<file path="src/rtl/tt_sweep_pkg.sv">
// Shared types and sizing helpers for the truth-table sweeper.
// Holds the FSM state encoding, row-count and settle-counter width functions.
package tt_sweep_pkg;

   typedef enum logic [1:0] {
      ST_IDLE   = 2'd0,
      ST_SETTLE = 2'd1,
      ST_SAMPLE = 2'd2,
      ST_DONE   = 2'd3
   } state_t;

   function automatic int N_ROWS(input int n);
      return 1 << n;
   endfunction

   // A zero-cycle settle still needs a 1-bit counter to elaborate.
   function automatic int settle_w(input int s);
      return (s < 1) ? 1 : $clog2(s + 1);
   endfunction

endpackage

</file>
<file path="src/rtl/tt_settle_timer.sv">
// Down-counter timing how long a row vector is held before sampling.
// Loaded on entry to SETTLE; o_expire marks the last settle cycle.
module tt_settle_timer
   import tt_sweep_pkg::*;
#(
   parameter int SETTLE = 1,
   parameter int W      = settle_w(SETTLE)
) (
   input  logic clk,
   input  logic rst_n,
   input  logic i_load,
   input  logic i_en,
   output logic o_expire
);

   localparam logic [W-1:0] LOAD = W'(SETTLE - 1);

   logic [W-1:0] r_cnt;

   always_ff @(posedge clk or negedge rst_n) begin
      if (!rst_n) begin
         r_cnt <= '0;
      end else if (i_load) begin
         r_cnt <= LOAD;
      end else if (i_en && (r_cnt != '0)) begin
         r_cnt <= r_cnt - W'(1);
      end
   end

   assign o_expire = (r_cnt == '0);

endmodule

</file>
<file path="src/rtl/truth_table_sweeper.sv">
// Steps evaluator inputs through every row, samples SoP/PoS, flags mismatches.
// Optional TT_STOP_ON_MISMATCH_EN ends the sweep at the first mismatching row.
module truth_table_sweeper
   import tt_sweep_pkg::*;
#(
   parameter int N_IN   = 4,
   parameter int SETTLE = 1
) (
   input  logic                  clk,
   input  logic                  rst_n,
   input  logic                  start,
   input  logic                  s_sop,
   input  logic                  s_pos,
   output logic [N_IN-1:0]       vec,
   output logic                  busy,
   output logic                  done,
   output logic [(1<<N_IN)-1:0]  tt_sop,
   output logic [(1<<N_IN)-1:0]  tt_pos,
   output logic [(1<<N_IN)-1:0]  mm_mask,
   output logic [N_IN:0]         mm_cnt,
   output logic [N_IN-1:0]       mm_first
);

   localparam int ROWS = N_ROWS(N_IN);
   localparam logic [N_IN:0] LAST_ROW = (N_IN+1)'(ROWS - 1);
   localparam logic [N_IN:0] CNT_MAX  = (N_IN+1)'(ROWS);
   localparam state_t ST_ROW = (SETTLE > 0) ? ST_SETTLE : ST_SAMPLE;

   state_t              r_state;
   logic [N_IN:0]       r_row;
   logic [N_IN-1:0]     r_vec;
   logic                r_busy;
   logic                r_done;
   logic [ROWS-1:0]     r_tt_sop;
   logic [ROWS-1:0]     r_tt_pos;
   logic [ROWS-1:0]     r_mm_mask;
   logic [N_IN:0]       r_mm_cnt;
   logic [N_IN-1:0]     r_mm_first;

   logic                w_mis;
   logic                w_stop;
   logic                w_last;
   logic                w_end;
   logic                w_load;
   logic                w_expire;
   logic [N_IN-1:0]     w_idx;

   assign w_mis  = s_sop ^ s_pos;
   assign w_idx  = r_row[N_IN-1:0];
   assign w_last = (r_row == LAST_ROW);

`ifdef TT_STOP_ON_MISMATCH_EN
   assign w_stop = w_mis;
`else
   assign w_stop = 1'b0;
`endif

   assign w_end  = w_last | w_stop;
   assign w_load = ((r_state == ST_IDLE) && start) ||
                   ((r_state == ST_SAMPLE) && !w_end);

   tt_settle_timer #(
      .SETTLE (SETTLE)
   ) u_timer (
      .clk      (clk),
      .rst_n    (rst_n),
      .i_load   (w_load),
      .i_en     (r_state == ST_SETTLE),
      .o_expire (w_expire)
   );

   always_ff @(posedge clk or negedge rst_n) begin
      if (!rst_n) begin
         r_state    <= ST_IDLE;
         r_row      <= '0;
         r_vec      <= '0;
         r_busy     <= 1'b0;
         r_done     <= 1'b0;
         r_tt_sop   <= '0;
         r_tt_pos   <= '0;
         r_mm_mask  <= '0;
         r_mm_cnt   <= '0;
         r_mm_first <= '0;
      end else begin
         unique case (r_state)
            ST_IDLE: begin
               if (start) begin
                  r_row      <= '0;
                  r_vec      <= '0;
                  r_tt_sop   <= '0;
                  r_tt_pos   <= '0;
                  r_mm_mask  <= '0;
                  r_mm_cnt   <= '0;
                  r_mm_first <= '0;
                  r_busy     <= 1'b1;
                  r_state    <= ST_ROW;
               end
            end
            ST_SETTLE: begin
               if (w_expire) r_state <= ST_SAMPLE;
            end
            ST_SAMPLE: begin
               r_tt_sop[w_idx] <= s_sop;
               r_tt_pos[w_idx] <= s_pos;
               if (w_mis) begin
                  r_mm_mask[w_idx] <= 1'b1;
                  if (r_mm_cnt != CNT_MAX) r_mm_cnt <= r_mm_cnt + (N_IN+1)'(1);
                  if (r_mm_cnt == '0) r_mm_first <= w_idx;
               end
               if (w_end) begin
                  r_done  <= 1'b1;
                  r_busy  <= 1'b0;
                  r_state <= ST_DONE;
               end else begin
                  r_row   <= r_row + (N_IN+1)'(1);
                  r_vec   <= r_vec + N_IN'(1);
                  r_state <= ST_ROW;
               end
            end
            ST_DONE: begin
               r_done  <= 1'b0;
               r_state <= ST_IDLE;
            end
            default: r_state <= ST_IDLE;
         endcase
      end
   end

   assign vec      = r_vec;
   assign busy     = r_busy;
   assign done     = r_done;
   assign tt_sop   = r_tt_sop;
   assign tt_pos   = r_tt_pos;
   assign mm_mask  = r_mm_mask;
   assign mm_cnt   = r_mm_cnt;
   assign mm_first = r_mm_first;

endmodule

</file>
<file path="config.mk">
export PLATFORM = sky130hd
export DESIGN_NAME = truth_table_sweeper
export DESIGN_NICKNAME = d
export VERILOG_FILES = /design/src/rtl/tt_sweep_pkg.sv /design/src/rtl/tt_settle_timer.sv /design/src/rtl/truth_table_sweeper.sv
export SDC_FILE = /design/constraint.sdc
export NUM_CORES = 1
export LEC_CHECK = 0
export ABC_AREA = 1
export CAP_MARGIN = 5
export CORE_MARGIN = 5
export CORE_UTILIZATION = 52
export CTS_BUF_LIST = sky130_fd_sc_hd__clkbuf_2 sky130_fd_sc_hd__clkbuf_4 sky130_fd_sc_hd__clkbuf_8
export CTS_CLUSTER_SIZE = 10
export DETAILED_ROUTE_END_ITERATION = 12
export PLACE_DENSITY = 0.89
export REMOVE_ABC_BUFFERS = 1
export SLEW_MARGIN = 20
export SYNTH_ARGS = -nofsm -noshare
export SYNTH_HDL_FRONTEND = slang
export SYNTH_SLANG_ARGS = --single-unit
</file>
<file path="constraint.sdc">
create_clock -name clk -period 2.2 [get_ports clk]
set_clock_uncertainty 0.1 [all_clocks]
set_input_delay 0.44 -clock clk [delete_from_list [all_inputs] [get_ports clk]]
set_output_delay 0.44 -clock clk [all_outputs]
set_load 0.01 [all_outputs]
</file>
Word-level counts from Yosys, hierarchy flattened
Cells that the tools add are included.
Widths: inputs -> output; s select.
{"block": "classes", "addsub": 4, "magnitude_cmp": 2, "n_eq_ne": 12, "muxes": 32, "bitwise_logic": 2, "reduce_logical": 19}
{"op": "$pmux 16 s2", "n": 3}
{"op": "$bwmux 16", "n": 2}
{"op": "$mux 16", "n": 2}
{"op": "$mux 5", "n": 4}
{"op": "$pmux 5 s2", "n": 2}
{"op": "$mux 4", "n": 4}
{"op": "$or 16x16->16", "n": 1}
{"op": "$pmux 4 s2", "n": 2}
{"op": "$add 5x1->5 const B", "n": 2}
{"op": "$ne 2x2->1 const B", "n": 5}
{"op": "$reduce_and 3->1", "n": 3}
{"op": "$pmux 2 s4", "n": 1}
{"op": "$reduce_and 4->1", "n": 2}
{"op": "$mux 1", "n": 6}
{"op": "$mux 2", "n": 3}
{"op": "$reduce_and 2->1", "n": 3}
{"op": "$reduce_bool 2->1", "n": 3}
{"op": "$eq 5x4->1 const B", "n": 1}
{"op": "$logic_not 5->1", "n": 1}
{"op": "$lt 4x5->1 const B", "n": 1}
{"op": "$ne 5x5->1 const B", "n": 1}
{"op": "$add 4x1->4 const B", "n": 1}
{"op": "$demux 1 s4", "n": 1}
{"op": "$eq 2x2->1 const B", "n": 2}
{"op": "other kinds (10)", "n": 15}
{"block": "totals", "regBits": 71, "input_bits": 5, "out_inout_bits": 63, "wordCells": 82}

Depth between registers and ports, before layout
Gate-level depths: netlist of the first run.
{"block": "depth", "depth_word": 7, "ltp_mapped": 10, "mapped_depth_nobuf": 10}

Cells and area by module
Synthesis of the first run repeated with hierarchy kept, for this count alone.
{"block": "unflattened", "hier_cells": 400, "hier_area_um2": 3326.9}
{"module": "truth_table_sweeper", "n_inst": 1, "cells_each": 395, "area_each_um2": 3284.4, "seq_area_each_um2": 1751.7}
{"module": "tt_settle_timer", "n_inst": 1, "cells_each": 5, "area_each_um2": 42.5, "seq_area_each_um2": 25.0}

Least setup slack after synthesis of the first run
No wires, ideal clock.
{"block": "synth_timing", "path_kind": "reg-to-reg", "start": "register r_row[0]", "end": "register r_vec[2], in the netlist vec[2]", "setup_ns": 0.119, "arrival_ns": 1.546, "required_time_ns": 1.981, "path_slack_ns": 0.435, "stages_incl_launch_ff": 10, "n_path_buf": 0, "synth_period_minus_slack_ns": 1.765, "path_cell_list": "dfrtp_1 ha_1 inv_1 nor2_1 ha_1 inv_1 nand2_1 inv_1 a21oi_1 nor2_1"}
{"block": "synth_between", "elab_chain_len": 3}
{"item": "start: declaration", "line_no": "truth_table_sweeper.sv:30", "source": "logic [N_IN:0] r_row;"}
{"item": "start signal: assignment", "line_no": "truth_table_sweeper.sv:115", "source": "r_row <= r_row + (N_IN+1)'(1);"}
{"item": "$eq 5x4->1", "line_no": "truth_table_sweeper.sv:50", "source": "assign w_last = (r_row == LAST_ROW);"}
{"item": "$ne 2x2->1 (no line)"}
{"item": "$reduce_and 3->1 (no line)"}
{"item": "end signal: assignment", "line_no": "truth_table_sweeper.sv:116", "source": "r_vec <= r_vec + N_IN'(1);"}
{"item": "end: declaration", "line_no": "truth_table_sweeper.sv:31", "source": "logic [N_IN-1:0] r_vec;"}
No other way between the ends.
A chain may end at the register's enable or synchronous reset.

Final worst setup path of the first run
{"block": "layout_timing", "start": "register r_row[0]", "end": "register r_row[1]"}
{"block": "layout_between", "elab_chain_len": 3, "word_cells_on_any_way": 6, "classes_between": "1 x add/sub; 2 x eq/ne; 2 x mux; 1 x reduce/logical"}
{"item": "$add 5x1->5 / $eq 5x4->1 (equally long branches)", "line_no": "truth_table_sweeper.sv:115, truth_table_sweeper.sv:50"}
{"item": "$mux 5 / $ne 2x2->1 (equally long branches)"}
{"item": "$pmux 5 s2 / $reduce_and 3->1 (equally long branches)"}
Several ways; a longest one is shown, not always the timed one. The select of a mux whose other input is x is not followed.

==> results of run 1 <==
-- flip-flops by register name, indices dropped and copies added (netlist names) --
signal,count
r_state,2
mm_mask,16
u_timer.r_cnt,1
r_row,5
done,1
tt_pos,16
tt_sop,16
mm_cnt,5
busy,1
mm_first,4
vec,4
-- power groups by stage --
stage	sequential [mW]	combinational (mW)	clock, mW
floorplan	1.68	0.659	0
global placement	1.64	1.21	0
detailed placement	1.65	1.27	0
CTS	1.63	1.28	1.03
global route	1.65	1.41	1.10
finish	1.63	1.29	1.02
-- layout by cell type, fill, tap and decap left out, drive strengths merged --
cell type	n
clkbuf	9
clkdlybuf4s50	66
clkinv	2
o21a	1
a31o	1
bufinv	1
ha	9
nor2	32
nand2	92
a22oi	1
o21ai	37
inv	64
nand4	6
a21oi	14
dfrtp	71
clkinvlp	4
dlygate4sd3	1
nand3	28
nor3	1
buf	12
o22ai	26
-- critical path, delay by kind of cell, from the launching register on --
| kind | cells | cell delay [ps] |
|---|---|---|
| and+or+nand+nor | 4 | 650 |
| buffers and inverters | 2 | 110 |
| adders and majority gates | 2 | 520 |
| AOI/OAI and AO/OA | 1 | 90 |
| DFF | 1 | 400 |
-- metal layers --
layer  GRT usage, %  vias to the layer above
met2           35.2                      131
met4           9.31                        0
met5              0                        -
met3           4.33                       23
li1               -                     1437
met1           27.9                     1470
-- cells by family (layout without fill, tap and decap cells) --
kind of cell	count (synthesis)	after routing	synth area share, %
and+or+nand+nor	159	159	20.2
AOI/OAI and AO/OA	80	80	14.4
buffers and inverters	77	159	9.44
DFF	71	71	52.6
adders and majority gates	9	9	3.33
-- path summary, 6_finish.rpt --
| check | start | end | slack (ps) | depth (start not counted) |
|---|---|---|---|---|
| worst min-delay path | mm_first[0] | mm_first[0] | 380 | 2 |
| max in group asynchronous | rst_n | tt_pos[2] | 900 | 3 |
| min in group asynchronous | rst_n | tt_pos[0] | 490 | 2 |
| worst min register to register | mm_first[0] | mm_first[0] | 380 | 2 |
| worst max-delay path | r_row[0] | r_row[1] | 200 | 9 |
| worst max register to register | r_row[0] | r_row[1] | 200 | 9 |
-- area by class of cell --
type	count	area share [%]
sequential	71	40.7
multi-input combinational	248	29.4
timing repair buffer	79	17.7
inverter	64	5.50
clock buffer	9	2.84
tap	77	2.21
clock inverter	7	1.69
-- through the flow --
| stage | cells | area (um^2) | utilization [%] | hold WS [ps] | total power, mW |
|---|---|---|---|---|---|
| 6_report | 555 | 4360 | 68.7 | 384 | 3.95 |
| 5_1_grt | 555 | 4360 | 68.7 | 429 | 4.16 |
| 4_1_cts | 555 | 4360 | 68.7 | 386 | 3.95 |
| 3_5_place_dp | 538 | 4160 | 65.5 | 338 | 2.92 |
| 3_3_place_gp | 538 | 4160 | 65.5 | 322 | 2.85 |
| 2_1_floorplan | 383 | 3300 | - | 44.4 | 2.34 |
-- what timing repair did --
action,in CTS,in global routing
setup buffers,0,0
hold buffers,1,0
endpoints found under the hold margin,17,0
==> run metrics, run 1 <==
DRT iter0 DRCs=220; fill count=469; clock sink count=71; final setup margin=200 ps; Synth warnings=0; max-slew violations=0; Top Layer Used=met4; final setup fails=0; P_int=2.48 mW; TritonCTS Buffers=9; Sw Pwr=1.46 mW; sw frac=37.1%; setup TNS=0 ps; number of buffers added on ports=67; wire per inst=15.5 um; Final period util=90.9%; Resize count post-CTS=0; Worst VDD drop=0.000571 V; most frequent cells after synthesis=nand2_1 (90), dfrtp_1 (71), inv_1 (61); Total GRT Usage=21.6%; Peak Freq=500 MHz; DRT Pass-1 Iters=5; CTS tree=done; Hold Vio Cnt, Final=0; worst endpoint required time=2320 ps; Post-synth ARST share=100%; Comb power frac=32.7%; drc violations=0; Clock transition at path regs=80 ps; Initial Util=53.2%; Tmin final=2000 ps; Cells after Synth=396; Hold Path Class=flip-flop to flip-flop; Synth cell types=25; CP max stage cell=dfrtp_1; leak pwr=1.96 nW; Row Count=29; largest net degree at the start of global routing=33; WL met2=4.35 mm; WP data arrival=2120 ps; clock buffer depth=2; status=finished clean; count leader, synth=nand2_1; post-route ant nets=0; RePlAce Congestion=0.785; Met3 Routed Length=537 um; unrepaired setup endpoints after global routing=no; Clock Power Share=26.0%; sequential area share after synthesis=52.6%; total die area=8210 um^2; CTS Root Cell=clkbuf_8; ant diodes=0; worst skew pair latency=340 ps; part of the power in registers=41.3%; Slew HR=66.8%; post-synthesis cell type with the largest combined area=dfrtp_1; crit-path max FO=6; first-pass GRT wire length=14.6 mm; Setup CP Type=flip-flop to flip-flop; hpwl dp=6.25 mm; Yosys reg bits=71; Core Region=6350 um^2; Worst setup EP type=flip-flop; max cap viols=0; Vias=3061; drt via density=5.52; share of layout cells above drive strength 1=10.5%; Cell Pwr Density=904 nW/um^2; CP startpoint kind=flip-flop; area share of the leading cell type in the synthesized netlist=52.6%; Detailed Route WL=8.62 mm; Slowest Stage Delay on Critical Path=400 ps; met1 WL=3.52 mm; H-tree depth=3; Syn Area/Cell=8.53 um^2; vias in the first global route=3061; Die Height=90.6 um; Area growth, synth to finish=29.2%; initial antenna violation count=0; I/O Pins=68; number of synthesized flops with an enable pin=0; actual slew at the worst max-slew pin=499 ps; CP Cell Sequence=ha_1 -> inv_1 -> nor2_1 -> ha_1 -> inv_1 -> nand2_1 -> nand2_1 -> nand3_1 -> o21ai_0; ranking of synthesized cells by area=dfrtp_1 (53%), nand2_1 (10%), inv_1 (6.8%); Multi-input gate area=1280 um^2; Die X=90.6 um; dpl ws=102 ps; top_reg_cell synth=dfrtp_1; mapped cell area=3380 um^2; Final nets=487; Reg area=1780 um^2; GRT Residual Overflow=0
(Power assumes the default switching activity.)
==> run 2, diff against run 1 <==
ABC_AREA = unset   (was 1)
==> run 2 against run 1 <==
  * Synthesized cell count shrank 17%
  * Clock-buffer cell count stayed put
  * Cell area is 2.1% lower
  * Core utilization is 3.4 points higher
  * Sequential cell count stayed put
  * Combinational power up 87%
  * Wire length decreased by 2.6%
  * Critical path depth is 4 lower
  * Maximum frequency increased by 0.35%
  * Largest power group is now combinational cells
==> run metrics, run 2 <==
status=finished clean (unchanged); Die Height=88.0 um (was 90.6 um); clock buffer depth=2 (unchanged); post-cts hold buffer count=0 (was 1); CP Launch Point=s_sop (was r_row[0]); final setup fails=0 (unchanged); number of buffers added on ports=67 (unchanged); top cell family by delay on the critical path=compound AO/OA/AOI/OAI gates (was simple AND/OR/NAND/NOR gates); unrepaired setup endpoints after global routing=no (unchanged); most frequent cells after synthesis=dfrtp_1 (71), nand2_1 (66), nor2_1 (41) (was nand2_1 (90), dfrtp_1 (71), inv_1 (61)); commonest non-fill, non-tap cells in the layout=dfrtp_1 (71), nand2_1 (66), clkdlybuf4s50_1 (66), nor2_1 (41), o21ai_0 (38) (was nand2_1 (90), dfrtp_1 (71), clkdlybuf4s50_1 (66), inv_1 (61), nor2_1 (29)); post-route ant nets=0 (unchanged); worst skew pair latency=340 ps (about the same); RePlAce Congestion=0.844 (was 0.785); H-tree depth=3 (unchanged); number of synthesized flops with an enable pin=0 (unchanged); count leader, synth=dfrtp_1 (was nand2_1); Post-CTS Setup Inserts=0 (unchanged); Clock transition at path regs=80 ps (about the same); leak pwr=1.90 nW (was 1.96 nW); Worst setup EP type=flip-flop (unchanged); Top Layer Used=met4 (unchanged); total die area=7750 um^2 (was 8210 um^2); Reg2Reg Capture Point=vec[1] (was r_row[1]); worst endpoint required time=2330 ps (was 2320 ps); Tot Pwr=5.74 mW (was 3.95 mW); sequential area share after synthesis=56.1% (was 52.6%); Initial Util=53.5% (was 53.2%); crit-path max FO=4 (was 6); hpwl dp=5.54 mm (was 6.25 mm); TritonCTS Buffers=9 (unchanged); Buf/Inv on CP=1 (was 2); DRT iter0 DRCs=214 (was 220); CP startpoint kind=primary input (was flip-flop); Area growth, synth to finish=34.9% (was 29.2%); Peak Freq=502 MHz (was 500 MHz); post-synthesis cell type with the largest combined area=dfrtp_1 (unchanged); I/O Pins=68 (unchanged); worst r2r path cells=8 (was 9); clock sink count=71 (unchanged); Resize count post-CTS=0 (unchanged); first-pass GRT wire length=13.6 mm (was 14.6 mm); CP Cell Sequence=clkdlybuf4s50_1 -> xnor2_1 -> a211o_1 -> a21oi_2 -> mux2_2 (was ha_1 -> inv_1 -> nor2_1 -> ha_1 -> inv_1 -> nand2_1 -> nand2_1 -> nand3_1 -> o21ai_0); vias in the first global route=2799 (was 3061); actual slew at the worst max-slew pin=588 ps (was 499 ps); Synth cell types=40 (was 25); GRT Residual Overflow=0 (unchanged); WP data arrival=2120 ps (about the same); share of layout cells above drive strength 1=11.4% (was 10.5%); ranking of synthesized cells by area=dfrtp_1 (56%), nand2_1 (7.8%), o21ai_0 (6.0%) (was dfrtp_1 (53%), nand2_1 (10%), inv_1 (6.8%)); Worst VDD drop=0.000633 V (was 0.000571 V); Row Count=28 (was 29); DRT Pass-1 Iters=5 (unchanged); CP max stage cell=clkdlybuf4s50_1 (was dfrtp_1); Hold Path Class=primary input to asynchronous set/reset pin (was flip-flop to flip-flop); setup TNS=0 ps (unchanged); wire per inst=16.9 um (was 15.5 um); Detailed Route WL=8.39 mm (was 8.62 mm); CTS tree=done (unchanged); commonest non-fill, non-tap cell in the layout=dfrtp_1 (was nand2_1); Final period util=90.6% (was 90.9%); Tmin final=1990 ps (was 2000 ps); Yosys reg bits=71 (unchanged); Slowest Stage Delay on Critical Path=510 ps (was 400 ps); largest net degree at the start of global routing=72 (was 33); mapped cell area=3170 um^2 (was 3380 um^2); Setup CP Type=primary input to flip-flop (was flip-flop to flip-flop); WL met2=4.04 mm (was 4.35 mm); Hold Vio Cnt, Final=0 (unchanged); area share of the leading cell type in the synthesized netlist=56.1% (was 52.6%); Vias=2826 (was 3061); R2R Path Start=r_row[1] (was r_row[0]); drc violations=0 (unchanged); Synth warnings=0 (unchanged); Cell Pwr Density=1340 nW/um^2 (was 904 nW/um^2); CTS Root Cell=clkbuf_8 (unchanged); Core Region=5920 um^2 (was 6350 um^2); met1 WL=3.50 mm (was 3.52 mm); drt via density=5.71 (was 5.52); ant diodes=0 (unchanged); Cells after Synth=330 (was 396); R2R Setup Slk=270 ps (was 200 ps); Syn Area/Cell=9.60 um^2 (was 8.53 um^2); Slew HR=60.7% (was 66.8%); initial antenna violation count=0 (unchanged); Die X=88.0 um (was 90.6 um); Total GRT Usage=23.1% (was 21.6%); Post-synth ARST share=100% (unchanged); Met3 Routed Length=632 um (was 537 um); max-slew violations=0 (unchanged); top_reg_cell synth=dfrtp_1 (unchanged); max cap viols=0 (unchanged); Final nets=429 (was 487)
-- run 2: cell count changes after synthesis, moves of 7 or more --
cell | previous run | this run
a21oi_1 | 14 | 6
a31oi_1 | 0 | 13
clkbuf_1 | 0 | 8
inv_1 | 61 | 11
nand2_1 | 90 | 66
nand2b_1 | 0 | 7
nand3_1 | 27 | 10
nor2_1 | 29 | 41
o21ai_0 | 25 | 38
o21ai_2 | 12 | 0
o22ai_1 | 26 | 1
-- run 2: worst reg2reg max path: cells and delay by family, from the launching register on --
family | cells | cell delay, ps
compound gates | 1 | 180
buf+inv | 2 | 320
fa+ha+maj | 2 | 410
flops | 1 | 410
simple gates | 3 | 390
-- run 2: worst max-delay path by stage --
| stage | slack, ps | cells past startpoint | end |
|---|---|---|---|
| global route | 90 | 8 | vec[1] |
| global placement | -50 | 5 | mm_first[3] |
| floorplan | -340 | 3 | vec[1] |
| detailed placement | -110 | 5 | mm_first[3] |
| finish | 210 | 5 | mm_first[1] |
| CTS | 230 | 5 | mm_first[0] |
-- run 2: metal layers --
metal / up-vias / global-route usage (%)
li1: 1280 / -
met1: 1372 / 30.6
met2: 150 / 37.7
met3: 24 / 4.05
met4: 0 / 9.75
met5: - / 0
-- run 2: through the flow --
step | worst slack, ps | util [%] | std cells | cell area (um^2) | hold WS, ps
6_report | 207 | 72.1 | 495 | 4270 | 0.408
5_1_grt | 92.4 | 72.1 | 495 | 4270 | 48.2
4_1_cts | 225 | 72.1 | 495 | 4270 | 26.0
3_5_place_dp | -115 | 68.4 | 479 | 4050 | 370
3_3_place_gp | -45.7 | 68.4 | 479 | 4050 | 353
2_1_floorplan | -344 | - | 315 | 3100 | 44.4
-- run 2: cell type report --
cell class              count  area (um^2)
inverters                  11         41.3
fillers                   403         1650
repair buffers             89          856
clock buffers               9          124
well taps                  75         93.8
multi-input cells         233         1280
flip-flops and latches     71         1780
clock inverters             7         96.3
-- run 2: power breakdown --
part | internal (mW) | switching, mW
Sequential | 1.80 | 0.379
Combinational | 1.24 | 1.17
Clock | 0.639 | 0.508
Total | 3.68 | 2.06
-- run 2: logic make-up after synthesis --
| family | synth area share, % |
|---|---|
| compound gates | 12.4 |
| mux | 2.65 |
| simple gates | 20.3 |
| flops | 56.1 |
| fa+ha+maj | 3.56 |
| buf+inv | 3.52 |
| xor+xnor | 1.38 |
==> RTL edit 1 (settings of run 2) <==
Encoding of `state_t`: now one-hot (4 bits for 4 states).
--- a/src/rtl/tt_sweep_pkg.sv
+++ b/src/rtl/tt_sweep_pkg.sv
@@ -2,11 +2,11 @@
 // Holds the FSM state encoding, row-count and settle-counter width functions.
 package tt_sweep_pkg;
 
-   typedef enum logic [1:0] {
-      ST_IDLE   = 2'd0,
-      ST_SETTLE = 2'd1,
-      ST_SAMPLE = 2'd2,
-      ST_DONE   = 2'd3
+   typedef enum logic [3:0] {
+      ST_IDLE   = 4'b0001,
+      ST_SETTLE = 4'b0010,
+      ST_SAMPLE = 4'b0100,
+      ST_DONE   = 4'b1000
    } state_t;
 
    function automatic int N_ROWS(input int n);
Check against the original RTL: same outputs for any inputs over 10 cycles, from zero or initial values and one cycle with rst_n low; not proved beyond that.
==> RTL edit 1 against run 2 <==
Routed wire length shrank 4.7%; maximum frequency shrank 3.9%; hold slack better by 0.013 ns; area after synthesis is 1.6% higher; setup slack worse by 0.081 ns; cell area shrank 0.73%; sequential cell count grew 2; critical endpoint is now mm_first[2].
Power is not compared: it rests on default switching activity, and its combinational part moved more than twofold at a synthesized area within 25%.
==> RTL edit 1: results (changes against run 2) <==
status -> finished clean (unchanged)
largest net degree at the start of global routing -> 74 (was 72)
total number of vias -> 2734 (was 2826)
synth top area cells -> dfrtp_1 (56%), a22o_1 (5.4%), nor2_1 (4.3%) (was dfrtp_1 (56%), nand2_1 (7.8%), o21ai_0 (6.0%))
htree depth -> 3 (unchanged)
global-route wire length before repair -> 13140 um (was 13610 um)
Port Buf Inserts -> 67 (unchanged)
Final Wtd Congestion -> 0.8352 (was 0.8436)
hpwl dp -> 5690 um (was 5540 um)
Max FO, Critical Path -> 5 (was 4)
critical register-to-register path endpoint -> mm_first[2] (was vec[1])
maximum clock path buffer count -> 2 (unchanged)
first drt pass iteration count -> 5 (unchanged)
Yosys cell types -> 42 (was 40)
Skew-Pair Late Insertion Delay -> 0.34 ns (about the same)
r2r setup slk -> 0.13 ns (was 0.27 ns)
routed vias/inst -> 5.996 (was 5.709)
postcts setup bufs -> 0 (unchanged)
synth warn -> 0 (unchanged)
met1 Usage GRT -> 30.91% (was 30.55%)
Synth Instances -> 296 (was 330)
Worst Reg2Reg Path Length in Cells -> 7 (was 8)
vias in the first global route -> 2649 (was 2799)
Post-layout nets -> 389 (was 429)
most frequent cells after synthesis -> dfrtp_1 (72), nor2_1 (37), o21ai_0 (22) (was dfrtp_1 (71), nand2_1 (66), nor2_1 (41))
Async SR Flop Fraction -> 100.0% (unchanged)
proportion of layout cells with a drive suffix above 1 -> 13.12% (was 11.43%)
diodes inserted -> 0 (unchanged)
register area share after synthesis -> 56.83% (was 56.10%)
Pleak -> 1.960 nW
data arrival time of the critical path -> 2.20 ns (was 2.12 ns)
GRT Overall Usage -> 22.08% (was 23.10%)
maximum vdd drop -> 0.4776 mV
met3 Use GR -> 4.935% (was 4.045%)
met2 Use GR -> 34.14% (was 37.74%)
placed cell count -> 440 (was 479)
Crit-path slowest cell -> or4b_2 (was clkdlybuf4s50_1)
hold_ws -> 0.01320 ns (was 0.0004082 ns)
worst stage delay on the critical path -> 0.62 ns (was 0.51 ns)
starting DRC count in detailed routing -> 189 (was 214)
clock-pin slew on the worst setup and hold paths -> 0.06 ns (was 0.08 ns)
Synth Area in Compound Gates -> 19.45% (was 12.45%)
Hold Path Class -> in -> async (unchanged)
routed len/inst -> 17.54 um (was 16.95 um)
Synth Area in Adders -> 3.112% (was 3.556%)
Rel. slew slack -> 63.68% (was 60.74%)
post-synthesis xor/xnor area fraction -> 0.2723% (was 1.383%)
mux cell area share after synthesis -> 1.361% (was 2.647%)
Critical path origin -> mm_cnt[0] (was s_sop)
==> RTL edit 1: cells by family (layout without fill, tap and decap cells) <==
group	after synthesis	in the layout
AOI/OAI and AO/OA	91	91
and+or+nand+nor	90	90
DFF	73	73
buffers and inverters	29	114
adders and majority gates	8	8
muxes	4	4
xor gates and xnor gates	1	1
==> RTL edit 1: worst max-delay path, delay by kind of cell, from the launching register on <==
family	cells	cell delay [ns]
AOI/OAI and AO/OA	2	0.31
adders and majority gates	1	0.16
buffers and inverters	2	0.25
DFF	1	0.44
and+or+nand+nor	2	0.71
==> RTL edit 1: worst max-delay path by stage <==
stage                        endpoint  slack, ns  cells after the start
after floorplan             tt_pos[5]      -0.81                      4
after global placement     tt_pos[10]       0.18                      5
after detailed placement  mm_first[1]       0.13                      5
after CTS                 mm_first[2]       0.13                      7
after global routing      mm_first[2]       0.06                      7
final                     mm_first[2]       0.13                      7
==> RTL edit 1: power by group <==
part,internal (mW),switching [mW]
Sequential,1.42,0.0825
Clock,0.508,0.464
Combinational,0.344,0.526
==> RTL edit 1: metrics by stage <==
step | instance area (um2) | worst slack [ns] | utilization [%]
final | 4240 | 0.1264 | 71.20
after global routing | 4240 | 0.05742 | 71.20
after CTS | 4240 | 0.1296 | 71.20
after detailed placement | 4054 | 0.1276 | 68.07
after global placement | 4054 | 0.1792 | 68.07
after floorplan | 3103 | -0.8069 | -
==> RTL edit 1: final cells by class <==
type	count	area, um2
clock buffers	14	173.9
clock inverters	2	12.51
fillers	434	1715
inverters	8	30.03
multi-input cells	194	1251
flip-flops and latches	73	1828
well taps	75	93.84
repair buffers	90	850.8
==> RTL edit 1: layer usage <==
metal	up-vias	wire, um
met3	14	558
met4	0	151
li1	1238	-
met5	-	0
met1	1369	3390
met2	113	3897
==> RTL edit 2 (flow settings as in run 2) <==
Made on the original files. The option `TT_STOP_ON_MISMATCH_EN` is turned on by a define.
--- a/src/rtl/truth_table_sweeper.sv
+++ b/src/rtl/truth_table_sweeper.sv
@@ -1,5 +1,7 @@
 // Steps evaluator inputs through every row, samples SoP/PoS, flags mismatches.
 // Optional TT_STOP_ON_MISMATCH_EN ends the sweep at the first mismatching row.
+`define TT_STOP_ON_MISMATCH_EN
+
 module truth_table_sweeper
    import tt_sweep_pkg::*;
 #(
Behaviour: not the same (a bounded check fails within 4 cycles, from zero or initial values and one cycle with rst_n low).
==> RTL edit 2 against run 2 <==
Area after synthesis shrank 1.7%; setup slack lost 0.047 ns; combinational power shrank 47%; first-iteration DRC count grew 68%; sequential power shrank 26%; routed wire length shrank 6.6%; power shrank 34%; global-route usage shrank 1.3 points; hold slack gained 0.0055 ns; core utilization shrank 2.9 points; cell area shrank 4.5%; sequential cell count is the same; largest cell class unchanged.
==> RTL edit 2: results (changes against run 2) <==
seq pwr -> 1.62 mW (was 2.18 mW)
Comb pwr share -> 33.8% (was 41.9%)
mux cell area share after synthesis -> 0.3214% (was 2.647%)
final worst slack -> 0.1608 ns (was 0.2075 ns)
Sequential Power Share -> 42.8% (was 38.1%)
vias in the first global route -> 2618 (was 2799)
Synth Instances -> 325 (was 330)
critical register-to-register path endpoint -> r_row[3] (was vec[1])
status -> finished clean (unchanged)
Pleak -> 1.812 nW (was 1.905 nW)
starting DRC count in detailed routing -> 360 (was 214)
placed cell count -> 466 (was 479)
total number of vias -> 2749 (was 2826)
met3 Use GR -> 4.257% (was 4.045%)
post-synthesis xor/xnor area fraction -> 0.8035% (was 1.383%)
leading power group -> registers (was combinational cells)
met3 routed WL -> 524 um (was 632 um)
area of placed instances -> 3923 um2 (was 4051 um2)
filler instances -> 438 (was 403)
Max FO, Critical Path -> 5 (was 4)
post-route insts no fill -> 479 (was 495)
Synth Area in Adders -> 3.214% (was 3.556%)
synth top area cells -> dfrtp_1 (57%), o21ai_0 (5.9%), nand3_1 (5.5%) (was dfrtp_1 (56%), nand2_1 (7.8%), o21ai_0 (6.0%))
GRT Overall Usage -> 21.80% (was 23.10%)
maximum vdd drop -> 0.4856 mV (was 0.6330 mV)
register area share after synthesis -> 57.05% (was 56.10%)
-- RTL edit 2: how the worst max path moves through the flow --
stage | from | endpoint | depth (start not counted)
floorplan | r_state[1] | r_row[3] | 3
global placement | s_sop | vec[2] | 6
detailed placement | s_sop | r_row[1] | 6
CTS | r_row[1] | r_row[3] | 7
global route | r_row[1] | r_row[3] | 7
finish | r_row[1] | r_row[3] | 7
-- RTL edit 2: area by class of cell --
| class | count | area, um2 | share of cell area, % |
|---|---|---|---|
| well taps | 75 | 93.84 | 2.301 |
| multi-input cells | 230 | 1235 | 30.29 |
| flip-flops and latches | 71 | 1777 | 43.57 |
| clock buffers | 11 | 145.1 | 3.559 |
| clock inverters | 2 | 10.01 | 0.2455 |
| inverters | 9 | 33.78 | 0.8285 |
| repair buffers | 81 | 783.3 | 19.21 |
-- RTL edit 2: worst max-delay path: stages, from the launching register on --
cell and delay (ns):
dfrtp_1 0.45, ha_1 0.22, and3_1 0.18, ha_1 0.21
inv_1 0.12, nand2_2 0.09, a2111oi_0 0.44, a211o_1 0.16
